File: config.mk
export PLATFORM = sky130hd
export DESIGN_NAME = window_fetch_flat
export DESIGN_NICKNAME = d
export VERILOG_FILES = /design/src/rtl/cnn_fetch_pkg.sv /design/src/rtl/window_fetch_if.sv /design/src/rtl/window_tap_counter.sv /design/src/rtl/window_fetch.sv /design/src/flat_wrapper.sv
export SDC_FILE = /design/constraint.sdc
export NUM_CORES = 1
export LEC_CHECK = 0
export BUFFER_PORTS_ARGS = -buffer_cell sky130_fd_sc_hd__buf_2
export CAP_MARGIN = 20
export CORE_MARGIN = 2
export CORE_UTILIZATION = 49
export CTS_CLUSTER_SIZE = 30
export DETAILED_ROUTE_END_ITERATION = 8
export PLACE_DENSITY = 0.76
export SLEW_MARGIN = 20
export SYNTH_ARGS = -nofsm -noshare
export SYNTH_HDL_FRONTEND = slang
export SYNTH_SLANG_ARGS = --single-unit
File: constraint.sdc
create_clock -name clk -period 3.45 [get_ports clk]
set_clock_uncertainty 0.15 [all_clocks]
set_input_delay 0.345 -clock clk [delete_from_list [all_inputs] [get_ports clk]]
set_output_delay 0.345 -clock clk [all_outputs]
set_load 0.01 [all_outputs]
File: src/rtl/cnn_fetch_pkg.sv
// -----------------------------------------------------------------------------
// cnn_fetch_pkg
//   Shared types and constants for the CNN window-gather stage.
//   - fetch_state_t : window_fetch FSM encoding.
//   - DEF_*         : default window/image/bus geometry.
//   - TAPS, WIN_PER_FRAME, IMG_SIZE : constants derived from the defaults.
//   - calc_* / width_of : helpers so parameterised modules derive the same
//                         quantities from their own parameter values.
// -----------------------------------------------------------------------------
package cnn_fetch_pkg;

    typedef enum logic [1:0] {
        ST_IDLE,
        ST_FETCH,
        ST_DRAIN,
        ST_OUT
    } fetch_state_t;

    localparam int DEF_WIN_W  = 5;
    localparam int DEF_WIN_H  = 5;
    localparam int DEF_IMG_W  = 30;
    localparam int DEF_IMG_H  = 30;
    localparam int DEF_ADDR_W = 10;
    localparam int DEF_DATA_W = 16;

    function automatic int calc_taps(input int win_w, input int win_h);
        return win_w * win_h;
    endfunction

    function automatic int calc_win_per_frame(input int img_w, input int img_h,
                                              input int win_w, input int win_h);
        return (img_w - win_w + 1) * (img_h - win_h + 1);
    endfunction

    function automatic int calc_img_size(input int img_w, input int img_h);
        return img_w * img_h;
    endfunction

    // Bits needed to hold values 0..n-1 (never less than one bit).
    function automatic int width_of(input int n);
        return (n > 1) ? $clog2(n) : 1;
    endfunction

    localparam int TAPS          = calc_taps(DEF_WIN_W, DEF_WIN_H);
    localparam int WIN_PER_FRAME = calc_win_per_frame(DEF_IMG_W, DEF_IMG_H, DEF_WIN_W, DEF_WIN_H);
    localparam int IMG_SIZE      = calc_img_size(DEF_IMG_W, DEF_IMG_H);

endpackage

File: src/rtl/window_fetch_if.sv
// -----------------------------------------------------------------------------
// window_fetch_if
//   Bundles the three channels of the window-gather stage:
//   - anchor : anchor_valid / anchor_ready / anchor_addr  (from address generator)
//   - memory : mem_rd_en / mem_rd_addr / mem_rd_data       (feature-map RAM, 1-cycle read)
//   - window : win_valid / win_ready / win_data / win_last (to PE array)
//   modport slave  : the window_fetch block itself.
//   modport master : its environment (address generator, RAM and PE array).
// -----------------------------------------------------------------------------
interface window_fetch_if
    import cnn_fetch_pkg::*;
#(
    parameter int WIN_W  = DEF_WIN_W,
    parameter int WIN_H  = DEF_WIN_H,
    parameter int ADDR_W = DEF_ADDR_W,
    parameter int DATA_W = DEF_DATA_W
);

    logic                            anchor_valid;
    logic                            anchor_ready;
    logic [ADDR_W-1:0]               anchor_addr;

    logic                            mem_rd_en;
    logic [ADDR_W-1:0]               mem_rd_addr;
    logic [DATA_W-1:0]               mem_rd_data;

    logic                            win_valid;
    logic                            win_ready;
    logic [WIN_W*WIN_H*DATA_W-1:0]   win_data;
    logic                            win_last;

    modport slave (
        input  anchor_valid, anchor_addr, mem_rd_data, win_ready,
        output anchor_ready, mem_rd_en, mem_rd_addr, win_valid, win_data, win_last
    );

    modport master (
        output anchor_valid, anchor_addr, mem_rd_data, win_ready,
        input  anchor_ready, mem_rd_en, mem_rd_addr, win_valid, win_data, win_last
    );

endinterface

File: src/rtl/window_tap_counter.sv
// -----------------------------------------------------------------------------
// window_tap_counter
//   Raster counter over the taps of one window, h fastest.
//   Ports:
//   - clk, rst_n : clock, asynchronous active-low reset
//   - clear      : restart at tap (0,0); has priority over step
//   - step       : advance one tap; holds once the last tap is reached
//   - h, v       : current column / row inside the window
//   - row_off    : v*IMG_W, built by repeated addition of IMG_W
//   - last       : current tap is the final one of the window
// -----------------------------------------------------------------------------
module window_tap_counter
    import cnn_fetch_pkg::*;
#(
    parameter int WIN_W = DEF_WIN_W,
    parameter int WIN_H = DEF_WIN_H,
    parameter int IMG_W = DEF_IMG_W,
    parameter int OFF_W = DEF_ADDR_W + 1,
    localparam int H_W  = width_of(WIN_W),
    localparam int V_W  = width_of(WIN_H)
) (
    input  logic             clk,
    input  logic             rst_n,
    input  logic             clear,
    input  logic             step,
    output logic [H_W-1:0]   h,
    output logic [V_W-1:0]   v,
    output logic [OFF_W-1:0] row_off,
    output logic             last
);

    logic h_end;

    always_comb begin
        h_end = (h == H_W'(WIN_W - 1));
        last  = h_end && (v == V_W'(WIN_H - 1));
    end

    // NOTE: registers are written with <= so every flop in this block samples
    // the pre-edge values of its neighbours; = here would chain h into v.
    always_ff @(posedge clk or negedge rst_n) begin
        if (!rst_n) begin
            h       <= '0;
            v       <= '0;
            row_off <= '0;
        end else if (clear) begin
            h       <= '0;
            v       <= '0;
            row_off <= '0;
        end else if (step && !last) begin
            if (h_end) begin
                h       <= '0;
                v       <= v + 1'b1;
                row_off <= row_off + OFF_W'(IMG_W);
            end else begin
                h <= h + 1'b1;
            end
        end
    end

endmodule

File: src/rtl/window_fetch.sv
// -----------------------------------------------------------------------------
// window_fetch
//   Accepts one window anchor, reads the WIN_W x WIN_H taps from the
//   single-port feature-map RAM one per cycle, packs them into one window word
//   and offers it to the PE array. Tracks the window index within the frame
//   and flags the last window.
//   Ports:
//   - clk, rst_n : clock, asynchronous active-low reset
//   - bus        : window_fetch_if.slave (anchor, memory and window channels)
//   Taps whose linear address falls past the image are not read and pack as 0.
// -----------------------------------------------------------------------------
module window_fetch
    import cnn_fetch_pkg::*;
#(
    parameter int WIN_W  = DEF_WIN_W,
    parameter int WIN_H  = DEF_WIN_H,
    parameter int IMG_W  = DEF_IMG_W,
    parameter int IMG_H  = DEF_IMG_H,
    parameter int ADDR_W = DEF_ADDR_W,
    parameter int DATA_W = DEF_DATA_W
) (
    input logic           clk,
    input logic           rst_n,
    window_fetch_if.slave bus
);

    localparam int N_TAPS   = calc_taps(WIN_W, WIN_H);
    localparam int N_WIN    = calc_win_per_frame(IMG_W, IMG_H, WIN_W, WIN_H);
    localparam int N_PIX    = calc_img_size(IMG_W, IMG_H);
    localparam int H_W      = width_of(WIN_W);
    localparam int V_W      = width_of(WIN_H);
    localparam int K_W      = width_of(N_TAPS);
    localparam int IDX_W    = width_of(N_WIN);
    localparam int EXT_W    = ADDR_W + 1;
    localparam int WIN_BITS = N_TAPS * DATA_W;

    fetch_state_t        state;
    logic [ADDR_W-1:0]   anchor_q;
    logic                anchor_ready_q;
    logic                win_valid_q;
    logic                win_last_q;
    logic [IDX_W-1:0]    win_idx;
    logic [WIN_BITS-1:0] win_data_q;

    logic                accept;
    logic                fetching;
    logic [H_W-1:0]      tap_h;
    logic [V_W-1:0]      tap_v;
    logic [EXT_W-1:0]    row_off;
    logic                tap_last;
    logic [EXT_W-1:0]    tap_addr;
    logic                tap_oor;
    logic [K_W-1:0]      tap_k;

    // Read-return pipeline: tap slot and out-of-range flag ride alongside the
    // RAM's one-cycle read latency.
    logic                cap_valid;
    logic                cap_oor;
    logic [K_W-1:0]      cap_k;

    // anchor_ready_q is only ever high in IDLE, so this is the IDLE handshake.
    assign accept = bus.anchor_valid && anchor_ready_q;

    window_tap_counter #(
        .WIN_W (WIN_W),
        .WIN_H (WIN_H),
        .IMG_W (IMG_W),
        .OFF_W (EXT_W)
    ) u_tap_counter (
        .clk     (clk),
        .rst_n   (rst_n),
        .clear   (accept),
        .step    (fetching),
        .h       (tap_h),
        .v       (tap_v),
        .row_off (row_off),
        .last    (tap_last)
    );

    // NOTE: every signal of this block is assigned on every pass, with no
    // if/case leaving one untouched, so no latch can be inferred.
    always_comb begin
        fetching = (state == ST_FETCH);
        // One extra bit so an anchor near the top of the address space cannot
        // wrap back into the image.
        tap_addr = {1'b0, anchor_q} + EXT_W'(tap_h) + row_off;
        tap_oor  = (tap_addr >= EXT_W'(N_PIX));
        tap_k    = K_W'(tap_v) * K_W'(WIN_W) + K_W'(tap_h);
    end

    // The read strobe follows the registered FSM/counter state directly so the
    // first tap is issued in the cycle right after acceptance. The address is
    // parked at 0 whenever no read is issued.
    assign bus.mem_rd_en   = fetching && !tap_oor;
    assign bus.mem_rd_addr = (fetching && !tap_oor) ? tap_addr[ADDR_W-1:0] : '0;

    always_ff @(posedge clk or negedge rst_n) begin
        if (!rst_n) begin
            state          <= ST_IDLE;
            anchor_q       <= '0;
            anchor_ready_q <= 1'b0;
            win_valid_q    <= 1'b0;
            win_last_q     <= 1'b0;
            win_idx        <= '0;
        end else begin
            case (state)
                ST_IDLE: begin
                    anchor_ready_q <= 1'b1;
                    if (accept) begin
                        anchor_q       <= bus.anchor_addr;
                        anchor_ready_q <= 1'b0;
                        state          <= ST_FETCH;
                    end
                end
                ST_FETCH: begin
                    if (tap_last) begin
                        state <= ST_DRAIN;
                    end
                end
                ST_DRAIN: begin
                    // Last tap lands this edge in the capture block.
                    win_valid_q <= 1'b1;
                    win_last_q  <= (win_idx == IDX_W'(N_WIN - 1));
                    state       <= ST_OUT;
                end
                ST_OUT: begin
                    if (bus.win_ready) begin
                        win_valid_q    <= 1'b0;
                        win_last_q     <= 1'b0;
                        win_idx        <= (win_idx == IDX_W'(N_WIN - 1)) ? '0 : win_idx + 1'b1;
                        // Ready for the next anchor in the very next (IDLE) cycle.
                        anchor_ready_q <= 1'b1;
                        state          <= ST_IDLE;
                    end
                end
                default: begin
                    state <= ST_IDLE;
                end
            endcase
        end
    end

    // NOTE: the window register bank is a plain flop array, not a RAM macro,
    // so it takes the async reset and presents an all-zero window out of reset.
    always_ff @(posedge clk or negedge rst_n) begin
        if (!rst_n) begin
            cap_valid  <= 1'b0;
            cap_oor    <= 1'b0;
            cap_k      <= '0;
            win_data_q <= '0;
        end else begin
            cap_valid <= fetching;
            cap_oor   <= tap_oor;
            cap_k     <= tap_k;
            if (cap_valid) begin
                win_data_q[cap_k*DATA_W +: DATA_W] <= cap_oor ? '0 : bus.mem_rd_data;
            end
        end
    end

    assign bus.anchor_ready = anchor_ready_q;
    assign bus.win_valid    = win_valid_q;
    assign bus.win_last     = win_last_q;
    assign bus.win_data     = win_data_q;

endmodule

File: src/flat_wrapper.sv
// flat-port wrapper written by rule: the top's interface ports become plain ports
module window_fetch_flat import cnn_fetch_pkg::*;
#(
    parameter int WIN_W  = DEF_WIN_W,
    parameter int WIN_H  = DEF_WIN_H,
    parameter int IMG_W  = DEF_IMG_W,
    parameter int IMG_H  = DEF_IMG_H,
    parameter int ADDR_W = DEF_ADDR_W,
    parameter int DATA_W = DEF_DATA_W
)
  (clk, rst_n, bus_anchor_valid, bus_anchor_addr, bus_mem_rd_data, bus_win_ready, bus_anchor_ready, bus_mem_rd_en, bus_mem_rd_addr, bus_win_valid, bus_win_data, bus_win_last);
  window_fetch_if #(.WIN_W(WIN_W), .WIN_H(WIN_H), .ADDR_W(ADDR_W), .DATA_W(DATA_W)) bus_i ();
  input logic clk;
  input logic rst_n;
  input wire logic [$bits(bus_i.anchor_valid)-1:0] bus_anchor_valid;
  input wire logic [$bits(bus_i.anchor_addr)-1:0] bus_anchor_addr;
  input wire logic [$bits(bus_i.mem_rd_data)-1:0] bus_mem_rd_data;
  input wire logic [$bits(bus_i.win_ready)-1:0] bus_win_ready;
  output wire logic [$bits(bus_i.anchor_ready)-1:0] bus_anchor_ready;
  output wire logic [$bits(bus_i.mem_rd_en)-1:0] bus_mem_rd_en;
  output wire logic [$bits(bus_i.mem_rd_addr)-1:0] bus_mem_rd_addr;
  output wire logic [$bits(bus_i.win_valid)-1:0] bus_win_valid;
  output wire logic [$bits(bus_i.win_data)-1:0] bus_win_data;
  output wire logic [$bits(bus_i.win_last)-1:0] bus_win_last;
  assign bus_i.anchor_valid = bus_anchor_valid;
  assign bus_i.anchor_addr = bus_anchor_addr;
  assign bus_i.mem_rd_data = bus_mem_rd_data;
  assign bus_i.win_ready = bus_win_ready;
  assign bus_anchor_ready = bus_i.anchor_ready;
  assign bus_mem_rd_en = bus_i.mem_rd_en;
  assign bus_mem_rd_addr = bus_i.mem_rd_addr;
  assign bus_win_valid = bus_i.win_valid;
  assign bus_win_data = bus_i.win_data;
  assign bus_win_last = bus_i.win_last;
  window_fetch #(.WIN_W(WIN_W), .WIN_H(WIN_H), .IMG_W(IMG_W), .IMG_H(IMG_H), .ADDR_W(ADDR_W), .DATA_W(DATA_W)) u_core (.clk(clk), .rst_n(rst_n), .bus(bus_i));
endmodule
==> metrics <==
Startpoint Class=flop; GRT overflow=0; Boundary Pins=around 440; post-synth cell types=78; worst-path maximum fanout=10; floorplan row count=73; die area=0.0415 mm^2; initial antenna violation count=2; minimum clock period=3.98 ns; max_cap viols=0; Synth Area in XOR/XNOR=around 1.4%; layout cell share with drive strength beyond 1=38.8%; Hold Crit Class=input pin to flop; core area=0.0395 mm^2; vias=about 15000; largest net degree at the start of global routing=94; Slew @ Worst Pin=between 1 and 1.5 ns; reg-to-reg endpoint=u_core.bus.win_data[315]$_DFFE_PN0P_; Mapped Cells=between 1500 and 2000; PnR worst setup slack=-0.531 ns; Clock Sinks=448; Final Cycle Share=115%; setup tns final=-5.62 ns; Skew-Pair Late Insertion Delay=around 0.57 ns; Synth Area in Simple Gates=between 10% and 20%; critical path arrival=3.49 ns; Worst Setup Path Type=flop to primary output; Post-synth ARST share=between 90% and 100%; pre-CTS setup slack=-0.301 ns; Synth warnings=0; reg2reg start=u_core.cap_k[1]$_DFF_PN0_; I/O Buffers=~440; synthesized net count=roughly 1700; Final HPWL DP=42.8 mm; vias per cell=5.65; CTS Buf Count=between 40 and 50; Syn Area/Cell=approximately 12 um^2; Slew Viols, Final=0; cell count of the worst reg-to-reg path=8; largest family of logic cells by synthesized area=simple AND/OR/NAND/NOR gates; pwr/cell area=between 800 and 900 mW/mm^2; CP Capture Type=primary output; failing checks=setup timing; compound-cell area share of the yosys netlist=between 10% and 20%; Avg WL per Cell=roughly 22 um; #FFs+latches synth=448; Synth Area in Adders=about 2.8%; Antenna Nets Post-Route=0; dpl cell area=0.0225 mm^2; global-route wire length before repair=90.2 mm; Min Hold Slack=roughly 0.090 ns; hold endpoint=u_core.bus.win_data[15]$_DFFE_PN0P_; final wirelength=59.9 mm; hold path cells=3; vias in the first global route=around 15000; Worst R2R Setup Slack=between 0.2 and 0.3 ns; Layout Nets=~2200; peak supply drop=between 400 and 500 uV; final hold violation count=0; Overall Power=between 20000 and 25000 uW; Tot GR Track Use=between 20% and 30%; Post-synth top flop=dfrtp_1; Initial Utilization=roughly half; mux cell area share after synthesis=between 10% and 20%; die height=204 um; DR iter-0 viols=~1100; cell area after synthesis=~0.02 mm^2; worst rel slew slack=26.8%; Pre-Repair DR Iteration Count=6; placer congestion estimate=0.873; TritonCTS clock tree=done; HP Start=bus_mem_rd_data[15]; RSZ-0062 raised after global routing=yes; Leak=~0.012 uW; Root Buffer Master=clkbuf_16; H-tree depth=2; EDFF count, synth=0; sequential share of the synthesized area=about 57%; final setup fails=11; fillers=~3100; Layout area overhead=25.4%; post-route cell area=~0.024 mm^2; drt drc=0; status=finished, violations left; critical path required time=between 2 and 3 ns; Multi-input gate area=0.00794 mm^2; Register Area=approximately 0.011 mm^2; CTS Buffer Depth=3; FMAX=about 0.25 GHz; Die Width=roughly 200 um; clock-pin slew on the worst setup and hold paths=roughly 0.06 ns
-- cell usage after synthesis, drive strengths merged (2+ instances only) --
master	instances	share of area, %
clkbuf	60	1.2
a21boi	3	0.17
a2111oi	2	0.22
ha	37	2.4
a21o	6	0.23
nand4b	3	0.13
a31oi	2	0.14
nand2	291	5.6
o2111ai	8	0.36
xnor2	17	0.76
xor2	15	0.67
nand2b	22	0.70
nand3b	4	0.19
nand4	10	0.40
a211oi	12	0.49
dfrtp	448	57
mux2i	11	0.56
o21ai	95	2.5
o31ai	87	3.3
nand3	21	0.67
mux2	188	11
or3	5	0.19
a21oi	13	0.33
nor3	8	0.35
and3	4	0.13
fa	4	0.41
nor3b	2	0.077
and2	3	0.096
or2	6	0.22
buf	48	1.7
a221oi	2	0.090
nor2	123	2.4
inv	24	0.46
o211ai	2	0.077
o41ai	48	2.7
nor2b	19	0.61
nor4	2	0.064
-- cell usage in the layout, fill, tap and decap left out, types with 34 or more instances in the layout --
cell / instances
buf_4: 65
nor2_1: 121
clkbuf_16: 48
o41ai_1: 34
o21ai_0: 91
buf_2: 442
nand2_1: 289
ha_1: 36
o31ai_1: 87
mux2_2: 158
dfrtp_1: 448
-- critical path, stage by stage, from the launching register on --
cell      delay, ns
dfrtp_1        0.40
fa_1           0.50
ha_2           0.20
fa_2           0.33
a21o_1         0.19
a221oi_2       0.25
buf_4          0.18
mux2i_4        0.27
a211oi_4       0.06
buf_12         0.17
a211oi_2       0.20
buf_2          0.16
-- how the worst max path moves through the flow --
| stage | startpoint | to | slack (ns) | cells past startpoint |
|---|---|---|---|---|
| after global routing | u_core.u_tap_counter.row_off[2]$_DFFE_PN0P_ | bus_mem_rd_addr[3] | -0.66 | 9 |
| after detailed placement | u_core.u_tap_counter.row_off[1]$_DFFE_PN0P_ | bus_mem_rd_addr[4] | -0.30 | 10 |
| final | u_core.u_tap_counter.row_off[1]$_DFFE_PN0P_ | bus_mem_rd_addr[5] | -0.53 | 11 |
| after CTS | u_core.anchor_q[1]$_DFFE_PN0P_ | bus_mem_rd_addr[2] | -0.53 | 10 |
| after global placement | u_core.u_tap_counter.row_off[1]$_DFFE_PN0P_ | bus_mem_rd_addr[3] | -0.23 | 10 |
| after floorplan | u_core.u_tap_counter.row_off[1]$_DFFE_PN0P_ | bus_mem_rd_addr[3] | -0.009 | 9 |
-- area by class of cell --
cell class | count | area share [%]
inverter | 24 | 0.368
tap | 525 | 2.68
clock buffer | 71 | 5.87
antenna | 3 | 0.0307
timing repair buffer | 526 | 12.0
sequential | 448 | 45.8
clock inverter | 15 | 0.807
multi-input combinational | 1092 | 32.4
-- power by group --
part | total (uW) | leakage, uW | internal (uW) | switching [uW]
registers | 7560 | 0.00500 | 6690 | 879
logic | 7760 | 0.00612 | 2810 | 4940
clock network | 5300 | 0.000801 | 3180 | 2120
-- layer usage --
metal / share of wire (%) / GRT usage [%]
met2: 48 / 46.7
met4: 4.9 / 13.5
met1: 40 / 36.6
met3: 6.5 / 5.40
met5: 0 / 0
-- what timing repair did --
action / CTS / global route
gates cloned: 0 / 1
pin swaps: 6 / 6
resized for setup: 17 / 11
hold buffers: 12 / 0
buffers inserted: 2 / 5
endpoints found under the setup margin: 11 / 27
endpoints found under the hold margin: 97 / 0
-- sequential cells by signal (all words and copies together) (netlist names) --
| signal | cells |
|---|---|
| u_core.cap_oor | 1 |
| u_core.win_idx | 10 |
| u_core.u_tap_counter.h | 3 |
| u_core.bus.win_last | 1 |
| u_core.cap_valid | 1 |
| u_core.bus.win_data | 400 |
| u_core.bus.anchor_ready | 1 |
| u_core.cap_k | 5 |
| u_core.bus.win_valid | 1 |
| u_core.u_tap_counter.v | 3 |
| u_core.anchor_q | 10 |
| u_core.state | 2 |
| u_core.u_tap_counter.row_off | 10 |
-- stage by stage --
step                      utilization (%)  std cells
after global routing                 61.9       2703
after detailed placement             56.8       2595
final                                61.9       2704
after floorplan                         -       1671
after global placement               56.8       2595
after CTS                            61.6       2694
-- logic make-up (layout without fill, tap and decap cells) --
group                      Yosys count  after routing
AOI/OAI and AO/OA                  289            290
xor gates and xnor gates            32             32
adders and majority gates           41             41
buffers and inverters              132            636
DFF                                448            448
muxes                              199            199
other                                0              3
and+or+nand+nor                    530            530
Power figures use the tool's default switching activity.
